===== src/rtl/mux_arb_2.sv =====
// Two-requester arbitrated 8-bit 2:1 mux with a registered output beat and fair alternation.
// Optional grant locking with a HOLD_MAX beat limit is enabled by defining MUX_ARB_LOCK_EN.
module mux_arb_2 #(
    parameter int HOLD_MAX = 4
) (
    input  logic       clk,
    input  logic       rst_n,
    input  logic [7:0] x_data,
    input  logic       x_valid,
    output logic       x_ready,
    input  logic       x_lock,
    input  logic [7:0] y_data,
    input  logic       y_valid,
    output logic       y_ready,
    input  logic       y_lock,
    output logic [7:0] m_data,
    output logic       m_valid,
    input  logic       m_ready,
    output logic       sel
);

    typedef enum logic [1:0] {
        IDLE  = 2'd0,
        GNT_X = 2'd1,
        GNT_Y = 2'd2
    } state_t;

    state_t     r_state;
    state_t     w_state_nxt;
    logic       r_last_y;
    logic       r_m_valid;
    logic [7:0] r_m_data;
    logic       w_space;
    logic       w_acc_x;
    logic       w_acc_y;
    logic       w_acc;
    logic       w_lock_cont;
    logic [7:0] w_sel_data;

    assign w_space    = !r_m_valid || m_ready;
    assign x_ready    = (r_state == GNT_X) && w_space;
    assign y_ready    = (r_state == GNT_Y) && w_space;
    assign w_acc_x    = x_valid && x_ready;
    assign w_acc_y    = y_valid && y_ready;
    assign w_acc      = w_acc_x || w_acc_y;
    assign sel        = (r_state == GNT_Y);
    assign w_sel_data = sel ? y_data : x_data;
    assign m_data     = r_m_data;
    assign m_valid    = r_m_valid;

`ifdef MUX_ARB_LOCK_EN
    localparam logic [4:0] HOLD_LIM = 5'(HOLD_MAX);

    logic [3:0] r_cnt;
    logic [3:0] w_cnt_nxt;
    logic [4:0] w_cnt_inc;
    logic       w_hold_done;
    logic       w_lock_req;
    logic       w_other_valid;

    assign w_cnt_inc     = {1'b0, r_cnt} + 5'd1;
    assign w_hold_done   = (w_cnt_inc >= HOLD_LIM);
    assign w_lock_req    = (r_state == GNT_Y) ? y_lock : x_lock;
    assign w_other_valid = (r_state == GNT_Y) ? x_valid : y_valid;
    // Once the hold limit is reached the lock only yields if the other side is waiting.
    assign w_lock_cont   = w_acc && w_lock_req && (!w_hold_done || !w_other_valid);

    // Beat counter: saturating count of accepts within one grant.
    always_comb begin
        w_cnt_nxt = r_cnt;
        if ((w_state_nxt != r_state) || (w_state_nxt == IDLE)) begin
            w_cnt_nxt = 4'd0;
        end else if (w_acc && ({1'b0, r_cnt} < HOLD_LIM)) begin
            w_cnt_nxt = w_cnt_inc[3:0];
        end else begin
            w_cnt_nxt = r_cnt;
        end
    end

    // Beat counter register.
    always_ff @(posedge clk or negedge rst_n) begin
        if (!rst_n) begin
            r_cnt <= 4'd0;
        end else begin
            r_cnt <= w_cnt_nxt;
        end
    end
`else
    logic w_unused_lock;

    assign w_unused_lock = x_lock ^ y_lock;
    assign w_lock_cont   = 1'b0;
`endif

    // Arbitration next-state logic.
    always_comb begin
        w_state_nxt = r_state;
        case (r_state)
            IDLE: begin
                if (x_valid && y_valid) begin
                    w_state_nxt = r_last_y ? GNT_X : GNT_Y;
                end else if (x_valid) begin
                    w_state_nxt = GNT_X;
                end else if (y_valid) begin
                    w_state_nxt = GNT_Y;
                end else begin
                    w_state_nxt = IDLE;
                end
            end
            GNT_X: begin
                if (w_acc) begin
                    if (w_lock_cont) begin
                        w_state_nxt = GNT_X;
                    end else if (y_valid) begin
                        w_state_nxt = GNT_Y;
                    end else begin
                        w_state_nxt = IDLE;
                    end
                end else if (!x_valid) begin
                    w_state_nxt = IDLE;
                end else begin
                    w_state_nxt = GNT_X;
                end
            end
            GNT_Y: begin
                if (w_acc) begin
                    if (w_lock_cont) begin
                        w_state_nxt = GNT_Y;
                    end else if (x_valid) begin
                        w_state_nxt = GNT_X;
                    end else begin
                        w_state_nxt = IDLE;
                    end
                end else if (!y_valid) begin
                    w_state_nxt = IDLE;
                end else begin
                    w_state_nxt = GNT_Y;
                end
            end
            default: begin
                w_state_nxt = IDLE;
            end
        endcase
    end

    // Arbitration state register.
    always_ff @(posedge clk or negedge rst_n) begin
        if (!rst_n) begin
            r_state <= IDLE;
        end else begin
            r_state <= w_state_nxt;
        end
    end

    // Output beat register and record of the last served requester.
    always_ff @(posedge clk or negedge rst_n) begin
        if (!rst_n) begin
            r_m_valid <= 1'b0;
            r_m_data  <= 8'h00;
            r_last_y  <= 1'b1;
        end else if (w_acc) begin
            r_m_valid <= 1'b1;
            r_m_data  <= w_sel_data;
            r_last_y  <= w_acc_y;
        end else if (m_ready) begin
            r_m_valid <= 1'b0;
        end else begin
            r_m_valid <= r_m_valid;
        end
    end

endmodule

===== config.mk =====
export PLATFORM = sky130hd
export DESIGN_NAME = mux_arb_2
export DESIGN_NICKNAME = d
export VERILOG_FILES = /design/src/rtl/mux_arb_2.sv
export SDC_FILE = /design/constraint.sdc
export NUM_CORES = 1
export LEC_CHECK = 0
export CORE_MARGIN = 10
export CORE_UTILIZATION = 38
export DETAILED_ROUTE_END_ITERATION = 8
export GPL_TIMING_DRIVEN = 1
export PLACE_DENSITY = 0.76
export SYNTH_ARGS = -nofsm -noshare
export SYNTH_HDL_FRONTEND = slang
export SYNTH_SLANG_ARGS = --single-unit

===== constraint.sdc =====
create_clock -name clk -period 1.7 [get_ports clk]
set_input_delay 0.425 -clock clk [delete_from_list [all_inputs] [get_ports clk]]
set_output_delay 0.425 -clock clk [all_outputs]
set_load 0.005 [all_outputs]

Yosys cells after proc, flatten, opt, wreduce, memory -nomap -nowiden. Index checks and enable logic that the tools add are counted.

Flip-flop bits (word level): 12.

Equality and inequality tests: 2. Multiplexer cells: 11. Reduce and logical (&&, ||, !) cells: 10.

Operator list (number): 2-bit 2-to-1 mux (6); 8-bit 2-to-1 mux (1); 2-bit one-hot mux with 3 select lines (1); 1-bit logical AND (5); 1-bit 2-to-1 mux (3); 2-bit by 1-bit == test with 1-bit output (second input constant) (1); 2-bit == test (second input constant) (1); 2-bit zero test (1); 1-bit logical OR (2); 2-bit nonzero test (1); 1-bit zero test (1).

Depth between registers and ports, before layout. Gate-level depths: netlist of run 1.

Depth in word-level cells: 7. Mapped depth: 4. Gate-level depth less buffers: 3.

Least setup slack after synthesis of run 1. Ideal clock, no wire load.

Path kind: register to register. Start: reg r_state[0]. End: reg r_m_data[0], in the netlist m_data[0]. Setup time: 0.125 ns. Arrival time: 1.273 ns. Setup slack: 0.303 ns. Stages on the path, launching flop included: 5. Path buffers: 1. Path through: dfrtp_1 -> nor2b_1 -> buf_6 -> mux2_4 -> mux2_2.

Longest elaborated chain between the ends: 4. Elaborated cells on any way between the ends: 8. Those cells by class: eq/ne (2); mux (1); reduce/logical (5).

RTL lines: from (decl) (RTL line 28) `state_t r_state;`; from (signal assigned) (RTL line 151) `r_state <= w_state_nxt;`; 2-bit == test (*) (RTL line 46) `assign sel = (r_state == GNT_Y);`; net sel (RTL line 19) `output logic sel`; 1-bit logical AND (RTL line 42) `assign y_ready = (r_state == GNT_Y) && w_space;`; 1-bit logical AND (RTL line 44) `assign w_acc_y = y_valid && y_ready;`; 1-bit logical OR (RTL line 45) `assign w_acc = w_acc_x || w_acc_y;`; to (signal assigned) (RTL line 163) `r_m_data <= w_sel_data;`; to (decl) (RTL line 32) `logic [7:0] r_m_data;`.

The timed path passes the listed nets; every way through them passes the cells marked *. A chain may end at the register's enable or synchronous reset.

Worst setup path after layout of run 1.
Start: in m_ready. End: out y_ready.

Longest elaborated chain between the ends: 2.

RTL lines: from (decl) (RTL line 18) `input logic m_ready,`; 1-bit logical OR (RTL line 40) `assign w_space = !r_m_valid || m_ready;`; 1-bit logical AND (RTL line 42); to (decl) (RTL line 14) `output logic y_ready,`.

No other way between the ends.

==> flow_metrics.py, run 1 <==
metrics = {
    "critical_path": {
        "path_max_fanout": 3,
        "crit_chain": "clkdlybuf4s50_1 > nor2b_2 > nor3_2 > buf_2",
        "cp_data_required_time_ns": 1.27,
        "timing.rr.end": "m_data[6]",
        "cpMaxStageDelayCell": "clkdlybuf4s50_1",
        "max_stage_delay_ns": 0.44,
        "rr_worst_depth": 6,
        "worst_ep_arrival_time_ns": 1.24,
        "cp-start-kind": "primary input",
        "reg2reg_from": "r_state[0]",
        "reg2reg_slack_ns": 0.08,
        "crit_path_end_kind": "output port",
        "crit_type": "in2out",
    },
    "logic_synthesis": {
        "synth_seq_cells": 12,
        "ys_seq_area_share_pct": 45.30,
        "synth_warnings": 0,
        "synth_cell_types": 19,
        "syn_area_per_cell_um2": 13.05,
        "syn-num-nets": 74,
        "syn-cell-area_um2": 665.6,
        "netlist_instances": 51,
    },
    "timing": {
        "fin_ws_ns": 0.03084,
        "hold_viol_final": 0,
        "max_freq_ghz": 0.5991,
        "worstMarginPinSlew_ns": 0.5247,
        "min_period_over_period_pct": 98.19,
        "hold_slack_ns": 0.5034,
        "slew_viol_final": 0,
        "period_needed_ns": 1.669,
        "slew_headroom_pct": 64.91,
        "setup_viol": 0,
        "fin_skew_ns": 0.001988,
    },
    "cts": {
        "cts-root-buf": "clkbuf_4",
        "clkLatencyLatePin_ns": 0.26,
        "cts_inserted_buffers": 3,
        "cts_max_level": 1,
        "cts_sinks": 12,
        "cts_hold_buf": 0,
        "cts_tree": "yes",
        "cts.clk_slew.worst_paths_ns": 0.08,
        "clockBufferDepth": 2,
    },
    "job": {
        "maxCapViolations": 0,
    },
    "global_route": {
        "antenna_found_initial": 0,
        "grt_pass1_vias": 635,
        "grt_max_degree": 13,
        "grt_use_total_pct": 9.900,
        "grt_pass1_wl_mm": 2.891,
        "overflow": 0,
    },
    "finish": {
        "final_common_cell": "clkdlybuf4s50_1",
        "drive_gt1_share_pct": 41.84,
        "fill_cells": 135,
        "final_core_util_pct": 69.48,
        "multiInputGateArea_um2": 386.6,
        "area_growth_pct": 76.32,
        "diodes": 0,
        "mostFrequentLayoutCells": "29 x clkdlybuf4s50_1, 16 x mux2_4, 10 x dfrtp_1, 9 x buf_4, 3 x clkbuf_4",
        "fin_area_um2": 1174,
        "seq_area_um2": 302.8,
        "fin_nets": 122,
    },
    "pwr": {
        "internal_power_mw": 1.164,
        "seqPwrFrac_pct": 31.0,
        "peakVddDrop_uv": 637.1,
        "pwr-share-clk_pct": 13.5,
        "power_density_nw_per_um2": 1387,
        "netSwitchingPower_mw": 0.4635,
        "p_leak_nw": 0.5166,
        "p_comb_share_pct": 55.4,
        "swShare_pct": 28.48,
    },
    "placement": {
        "pre_cts_ws_ns": -0.3630,
        "portBuffers": 32,
        "placed_cell_area_um2": 1076,
        "gp_congestion": 0.7151,
        "dp_hpwl_mm": 1.527,
    },
    "die": {
        "dieArea_um2": 3826,
        "die_width_um": 61.86,
        "std_cell_rows": 15,
        "io_pins": 35,
        "coreArea_um2": 1689,
        "initial_core_util_pct": 39.41,
        "die_h_um": 61.86,
    },
    "status": {
        "outcome": "complete, no violations",
    },
    "hold_path": {
        "hold_class": "in2async",
    },
    "route": {
        "vias_per_cell": 5.043,
        "remaining_drc_errors": 0,
        "antenna_left": 0,
        "via_count": 580,
        "wire_per_inst_um": 16.58,
        "wl_mm": 1.907,
        "drtIter0Drc": 5,
        "firstDrtPassIters": 3,
    },
}
-- flip-flops by register name (all words and copies together), names as in the netlist --
signal / flops
m_data: 8
r_last_y: 1
r_state: 2
m_valid: 1
-- cells in the mapped netlist --
cell type / count / area, um^2
a21oi_1: 2 / 10.01
inv_1: 2 / 7.510
dfstp_2: 1 / 26.28
nor2_1: 1 / 3.750
nor4b_1: 1 / 8.760
a311oi_1: 1 / 8.760
a31oi_1: 1 / 6.260
nor3_1: 3 / 15.01
o21ai_0: 2 / 10.01
mux2_2: 7 / 78.83
o2bb2ai_1: 1 / 8.760
nand2b_1: 1 / 6.260
mux2_4: 9 / 135.1
buf_6: 1 / 11.26
nand3_1: 2 / 10.01
dfrtp_1: 11 / 275.3
nand3b_1: 2 / 15.01
nor2b_1: 2 / 12.51
a21oi_4: 1 / 16.27
-- worst max-delay path by stage --
stage                     startpoint        end  slack, ns  cells past startpoint
after floorplan           r_state[0]  m_data[0]       0.30                      4
after global placement       m_ready    x_ready      -0.35                      4
after detailed placement     m_ready    x_ready      -0.36                      4
after CTS                    m_ready    x_ready       0.02                      4
after global routing         x_valid  m_data[1]     -0.008                      5
final                        m_ready    y_ready       0.03                      4
-- critical path, delay by kind of cell --
| kind | cells | cell delay [ns] |
|---|---|---|
| buffers and inverters | 2 | 0.56 |
| AND/OR/NAND/NOR | 2 | 0.26 |
-- final cells by class --
class	count	share of cell area [%]
Timing Repair Buffer	44	35.71
Inverter	2	0.6397
Multi-Input combinational cell	36	32.94
Tap cell	17	1.812
Clock buffer	4	3.092
Sequential cell	12	25.80
-- metrics by stage --
| step | power [mW] | std cells | TNS [ns] |
|---|---|---|---|
| final | 1.628 | 115 | 0 |
| after global placement | 1.283 | 108 | -2.394 |
| after detailed placement | 1.319 | 108 | -2.706 |
| after floorplan | 0.8546 | 51 | 0 |
| after CTS | 1.551 | 114 | 0 |
| after global routing | 1.734 | 115 | -0.02491 |
-- what timing repair did --
item	CTS	global route
endpoints found under the setup margin	3	10
pin swaps	0	1
gates resized for setup	12	11
setup buffers	2	1
-- power by group through the flow --
stage | clock, mW | sequential (mW) | combinational, mW
floorplan | 0 | 0.517 | 0.338
global placement | 0 | 0.507 | 0.776
detailed placement | 0 | 0.518 | 0.800
CTS | 0.228 | 0.503 | 0.819
global route | 0.245 | 0.521 | 0.969
finish | 0.220 | 0.505 | 0.902
-- cell families (layout without fill, tap and decap cells) --
kind of cell,count (synthesis),in the layout,synth area share [%]
buf+inv,3,50,2.820
mux,16,16,32.14
compound gates,8,8,9.024
flops,12,12,45.30
simple gates,12,12,10.71
-- metal layers --
metal | GRT usage, % | up-vias | wire, um
met5 | 0 | - | 0
met4 | 1.911 | 0 | 0
met3 | 3.659 | 0 | 218
met2 | 17.13 | 23 | 901
met1 | 11.40 | 274 | 787
li1 | - | 283 | -
Note: power is estimated with default switching activity, not from simulation.
==> run 2, diff against run 1 <==
ABC_CLOCK_PERIOD_IN_PS = 1700   (was default)
SLEW_MARGIN = 20   (was default)
==> results of run 2 <==
No change in the layout: final DEF, timing and power equal those of run 1.
